[src/rtl/casez_match_pkg.sv]
// Shared types for the programmable wildcard match table.
package casez_match_pkg;

  typedef enum logic {
    IDLE  = 1'b0,
    CLEAR = 1'b1
  } clr_state_e;

endpackage

[src/rtl/casez_match_prio.sv]
// Priority resolver: lowest set bit of the match vector, plus any/multiple flags.
module casez_match_prio #(
  parameter  int ENTRIES = 8,
  localparam int IDX_W   = $clog2(ENTRIES)
) (
  input  logic [ENTRIES-1:0] match,
  output logic [IDX_W-1:0]   idx,
  output logic               hit,
  output logic               multi
);

  always_comb begin
    idx = '0;
    // Walk downwards so the lowest matching index is the last assignment.
    for (int i = ENTRIES - 1; i >= 0; i--) begin
      if (match[i]) idx = IDX_W'(i);
    end
  end

  assign hit   = |match;
  // Clearing the lowest set bit leaves something only if two or more were set.
  assign multi = |(match & (match - ENTRIES'(1)));

endmodule

[src/rtl/casez_match_table.sv]
// Wildcard match table with lowest-index priority, overlap flag and sequenced clear.
// state | meaning
// IDLE  | table usable; clr_req starts a clear
// CLEAR | invalidating row cnt each cycle; writes and new lookups blocked
module casez_match_table
  import casez_match_pkg::*;
#(
  parameter  int               KEY_W       = 20,
  parameter  int               RES_W       = 8,
  parameter  int               ENTRIES     = 8,
  parameter  logic [RES_W-1:0] DEFAULT_RES = '0,
  localparam int               IDX_W       = $clog2(ENTRIES)
) (
  input  logic             clk,
  input  logic             rst_n,
  input  logic             wr_en,
  output logic             wr_ready,
  input  logic [IDX_W-1:0] wr_idx,
  input  logic [KEY_W-1:0] wr_key,
  input  logic [KEY_W-1:0] wr_care,
  input  logic [RES_W-1:0] wr_res,
  input  logic             wr_vld,
  input  logic             clr_req,
  output logic             clr_busy,
  input  logic             in_valid,
  output logic             in_ready,
  input  logic [KEY_W-1:0] in_key,
  output logic             out_valid,
  input  logic             out_ready,
  output logic             out_hit,
  output logic [IDX_W-1:0] out_idx,
  output logic [RES_W-1:0] out_res,
  output logic             out_multi
);

  typedef struct packed {
    logic             hit;
    logic [IDX_W-1:0] idx;
    logic [RES_W-1:0] res;
    logic             multi;
  } match_res_t;

  logic [KEY_W-1:0]   key_q  [ENTRIES];
  logic [KEY_W-1:0]   care_q [ENTRIES];
  logic [RES_W-1:0]   res_q  [ENTRIES];
  logic [ENTRIES-1:0] vld_q;

  clr_state_e       state;
  logic [IDX_W-1:0] cnt;

  logic [ENTRIES-1:0] match;
  logic [IDX_W-1:0]   prio_idx;
  logic               prio_hit;
  logic               prio_multi;
  match_res_t         lookup_d;
  match_res_t         s1_q;
  match_res_t         s2_q;
  logic               s1_valid;
  logic               s2_valid;
  logic               s1_ld;
  logic               s2_ld;
  logic               accept;
  logic               wr_fire;

  assign wr_ready = !clr_busy;
  assign wr_fire  = wr_en && wr_ready;

  always_ff @(posedge clk or negedge rst_n) begin
    if (!rst_n) begin
      state    <= IDLE;
      cnt      <= '0;
      clr_busy <= 1'b0;
      vld_q    <= '0;
      for (int i = 0; i < ENTRIES; i++) begin
        key_q[i]  <= '0;
        care_q[i] <= '0;
        res_q[i]  <= '0;
      end
    end else begin
      if (wr_fire) begin
        key_q[wr_idx]  <= wr_key;
        care_q[wr_idx] <= wr_care;
        res_q[wr_idx]  <= wr_res;
        vld_q[wr_idx]  <= wr_vld;
      end
      case (state)
        IDLE: begin
          if (clr_req) begin
            state    <= CLEAR;
            cnt      <= '0;
            clr_busy <= 1'b1;
          end
        end
        CLEAR: begin
          vld_q[cnt] <= 1'b0;
          if (cnt == IDX_W'(ENTRIES - 1)) begin
            state    <= IDLE;
            cnt      <= '0;
            clr_busy <= 1'b0;
          end else begin
            cnt <= cnt + IDX_W'(1);
          end
        end
        default: state <= IDLE;
      endcase
    end
  end

  always_comb begin
    for (int i = 0; i < ENTRIES; i++) begin
      match[i] = vld_q[i] && (((in_key ^ key_q[i]) & care_q[i]) == '0);
    end
  end

  casez_match_prio #(.ENTRIES(ENTRIES)) u_prio (
    .match (match),
    .idx   (prio_idx),
    .hit   (prio_hit),
    .multi (prio_multi)
  );

  always_comb begin
    lookup_d.hit   = prio_hit;
    lookup_d.idx   = prio_idx;
    lookup_d.res   = prio_hit ? res_q[prio_idx] : DEFAULT_RES;
    lookup_d.multi = prio_multi;
  end

  // A stage may load when empty or when its content leaves in the same cycle.
  assign s2_ld    = !s2_valid || out_ready;
  assign s1_ld    = !s1_valid || s2_ld;
  assign in_ready = !clr_busy && s1_ld;
  assign accept   = in_valid && in_ready;

  always_ff @(posedge clk or negedge rst_n) begin
    if (!rst_n) begin
      s1_valid <= 1'b0;
      s2_valid <= 1'b0;
      s1_q     <= '0;
      s2_q     <= '0;
    end else begin
      if (s1_ld) begin
        s1_valid <= accept;
        if (accept) s1_q <= lookup_d;
      end
      if (s2_ld) begin
        s2_valid <= s1_valid;
        if (s1_valid) s2_q <= s1_q;
      end
    end
  end

  assign out_valid = s2_valid;
  assign out_hit   = s2_q.hit;
  assign out_idx   = s2_q.idx;
  assign out_res   = s2_q.res;
  assign out_multi = s2_q.multi;

endmodule

[config.mk]
export PLATFORM = sky130hd
export DESIGN_NAME = casez_match_table
export DESIGN_NICKNAME = d
export VERILOG_FILES = /design/src/rtl/casez_match_pkg.sv /design/src/rtl/casez_match_prio.sv /design/src/rtl/casez_match_table.sv
export SDC_FILE = /design/constraint.sdc
export NUM_CORES = 1
export LEC_CHECK = 0
export ABC_AREA = 1
export CAP_MARGIN = 0
export CORE_MARGIN = 1.5
export CORE_UTILIZATION = 50
export CTS_CLUSTER_DIAMETER = 200
export DETAILED_ROUTE_END_ITERATION = 12
export HOLD_SLACK_MARGIN = 0.1
export PLACE_DENSITY = 0.71
export SLEW_MARGIN = 20
export SYNTH_ARGS = -nofsm -noshare
export SYNTH_HDL_FRONTEND = slang
export SYNTH_SLANG_ARGS = --single-unit
[constraint.sdc]
create_clock -name clk -period 2.1 [get_ports clk]
set_input_delay 0.42 -clock clk [delete_from_list [all_inputs] [get_ports clk]]
set_output_delay 0.42 -clock clk [all_outputs]
set_load 0.05 [all_outputs]
==> flow_metrics.tcl <==
set metrics [dict create \
    wl_per_cell_um 18.6 \
    synth_cells 2414 \
    slew_headroom_pct 56.5 \
    drive_above_1_share_pct 16.7 \
    slew_viol_final 0 \
    netlist.area_leader.share_pct 54.1 \
    antenna_found_initial 0 \
    status "finished, violations left" \
    start_util_pct 50.7 \
    dr.first_iter.drc_count 1616 \
    vias 17500 \
    synthTopCellsByCount "nand2_1, dfrtp_1, o21ai_0, nor2_1, inv_1" \
    worstSkewPairLatency_ns 0.58 \
    reg2reg_to "s1_q[3]" \
    startpoint "key_q[10]" \
    path_max_fanout 11 \
    yosysSeqAreaShare_pct 54.1 \
    design.core.area_um2 38700 \
    ff2ff_path_depth 20 \
    syn_area_per_cell_um2 8.14 \
    r2r_slack_ns -0.36 \
    clk_pin_slew_ns 0.06 \
    synthTopCellsByArea "dfrtp_1, nand2_1, o21ai_0, nor2_1, nand3_1" \
    min_path_type "in2async" \
    grt-ovfl-total 0 \
    place.gp.congestion 1.03 \
    grt_max_degree 98 \
    yosys_warnings 0 \
    die_area_um2 40500 \
    hpwlAfterDp_mm 41.1 \
    n_fill_cell 3196 \
    setup_slack_ns -0.363 \
    final.min_clock_period_ns 2.46 \
    critPathMaxStageDelay_ns 0.41 \
    cp_cell_sequence "nor2_2 -> nor2_1 -> nor2_2 -> buf_4 -> nand3_2 -> nor2_2 -> nand3_2 -> nand2_1 -> nand3_1 -> nand2_1 -> nand2_2 -> nand2_4 -> nand2_4 -> buf_6 -> nand2_1 -> nand3_2 -> nand2_2 -> nand2_1 -> nand3_1 -> nand2_1" \
    critical_path_arrival_ns 2.93 \
    clock.fmax_mhz 406 \
    cp.required_ns 2.57 \
    clockRootBuffer "clkbuf_16" \
    grt_pass1_vias 16500 \
    core.rowCount 72 \
    io_pins 95 \
    fin_area_um2 25000 \
    synth-edff-count 0 \
    final_util_pct 64.6 \
    violations "setup timing" \
    clock_skew_ns 0.0136 \
    synth_area_um2 19600 \
    maxCapViolations 0 \
    grt_usage_pct 29.9 \
    tritoncts "built" \
    area_growth_pct 27.4 \
    fin_nets 2745 \
    synth_cell_type_count 45 \
    synth_ff_type "dfrtp_1" \
    dieHeight_um 201 \
    setup_viol 13 \
    worst_path_most_repeated_cell "nand2_1" \
    synth_top_area_cell "dfrtp_1" \
    grt_first_pass_wirelength_mm 94.1 \
    power.leakage_nw 12.3 \
    dp.cells 3106 \
    hold_violations 0 \
    synth.most_common_cell "nand2_1" \
    cts_made_buffers 45 \
    drc 0 \
    period_share_pct 117 \
    worstSetupPathType "reg2reg" \
    finalNonFillerCells 3216 \
    timing.rr.start "key_q[10]" \
    die_x_um 201 \
    drt_wl_total_mm 59.9 \
    drt-vias-per-instance 5.44 \
    first_pass_iters 6 \
    rsz0062_at_grt "true" \
    power.density_nw_per_um2 1420 \
    placed_area_um2 22600 \
    endpoint_kind "flop" \
    worstMarginPinSlew_ns 0.653 \
    start_kind "flop" \
    cts.path.max_buffers 3 \
    cts.sinks 425 \
    synthArstFlopShare_pct 100 \
    ir_drop_v 0.000806 \
    ys_ff_latch 425 \
    antenna_left 0 \
    htree_levels 2 \
    port_buffers 94 \
    crit_slowest_cell "dfrtp_1" \
    postSynthNetCount 2494 \
    antenna_cells 0 \
]
-- flip-flops by register name, indices dropped and copies added, names as in the netlist, 3 cells and up --
name	cells
care_q	160
key_q	160
res_q	64
s1_q	13
out_res	8
vld_q	8
cnt	3
out_idx	3
-- routing by layer --
metal	vias to the layer above	global-route usage [%]	wire [um]	part of all wire, %
met5	-	0	0	0
met4	0	10.6	2040	3.4
met3	135	3.79	4160	6.9
met2	665	47.7	27800	46
met1	8433	42.2	26000	43
li1	8268	-	-	-
-- repair_timing --
item,in CTS,in global routing
setup endpoints to repair,28,13
gates resized for setup,109,64
endpoints found under the hold margin,46,0
hold buffers,1,0
setup buffers,10,10
cloned,4,5
pin swaps,34,25
-- how the worst max path moves through the flow --
| stage | depth (start not counted) | endpoint | slack, ns |
|---|---|---|---|
| CTS | 16 | s1_q[7] | -0.30 |
| global placement | 15 | s1_q[7] | -1.12 |
| finish | 20 | s1_q[3] | -0.36 |
| floorplan | 17 | s1_q[7] | -0.04 |
| detailed placement | 15 | s1_q[7] | -1.15 |
| global route | 17 | s1_q[3] | -0.47 |
-- kinds of logic (layout without fill, tap and decap cells) --
family / count (synthesis) / in the layout / synth area share [%]
adder cells (fa/ha/maj): 2 / 2 / 0.127
AND/OR/NAND/NOR: 1208 / 1208 / 25.7
flip-flops: 425 / 425 / 54.1
XOR/XNOR: 31 / 31 / 1.38
multiplexers: 8 / 8 / 0.459
buffers and inverters: 292 / 576 / 6.47
AO/OA/AOI/OAI: 448 / 448 / 11.7
-- critical path: cells and delay by family, from the launching register on --
kind                   cells  cell delay, ns
DFF                        1            0.41
buffers and inverters      2            0.31
and+or+nand+nor           18            1.63
-- power breakdown --
group	internal (mW)	switching [mW]
sequential	11.9	2.45
combinational	5.26	7.50
clock	4.98	3.29
total	22.2	13.2
-- metrics by stage --
| stage | power [mW] | TNS [ns] | setup slack (ns) | hold slack (ns) |
|---|---|---|---|---|
| final | 35.4 | -3.12 | -0.363 | 0.415 |
| after global routing | 37.6 | -4.49 | -0.472 | 0.458 |
| after CTS | 34.9 | -3.01 | -0.300 | 0.415 |
| after detailed placement | 26.2 | -13.39 | -1.15 | 0.451 |
| after global placement | 25.6 | -13.32 | -1.12 | 0.453 |
| after floorplan | 21.0 | -0.233 | -0.0442 | 0.124 |
-- final cells by class --
cell class | instances | area, um2 | area share [%]
clock inverter | 10 | 161 | 0.645
timing repair inverter | 2 | 17.5 | 0.0700
sequential | 425 | 10600 | 42.5
inverter | 173 | 661 | 2.64
clock buffer | 70 | 1370 | 5.48
tap | 518 | 648 | 2.59
timing repair buffer | 321 | 3260 | 13.0
multi-input combinational | 1697 | 8270 | 33.1
-- layout by cell type (no fill, tap or decap), drive strengths merged, types with 2 or more instances in the layout --
cell type | netlist | final
clkinv | 0 | 4
ha | 2 | 2
nand2 | 731 | 731
inv | 173 | 176
clkdlybuf4s50 | 0 | 60
o21ai | 375 | 375
dlygate4sd2 | 0 | 24
nand3 | 154 | 154
nor3b | 3 | 3
a21oi | 57 | 57
a211oi | 3 | 3
xor2 | 30 | 30
clkbuf | 73 | 73
nor4 | 11 | 11
o22ai | 6 | 6
bufinv | 0 | 4
nor2 | 230 | 230
or2 | 29 | 29
o21a | 2 | 2
nor3 | 6 | 6
a221oi | 2 | 2
buf | 46 | 226
nand4 | 28 | 28
nand3b | 15 | 15
dfrtp | 425 | 425
dlymetal6s2s | 0 | 7
mux2 | 8 | 8
Note: power is estimated with default switching activity, not from simulation.
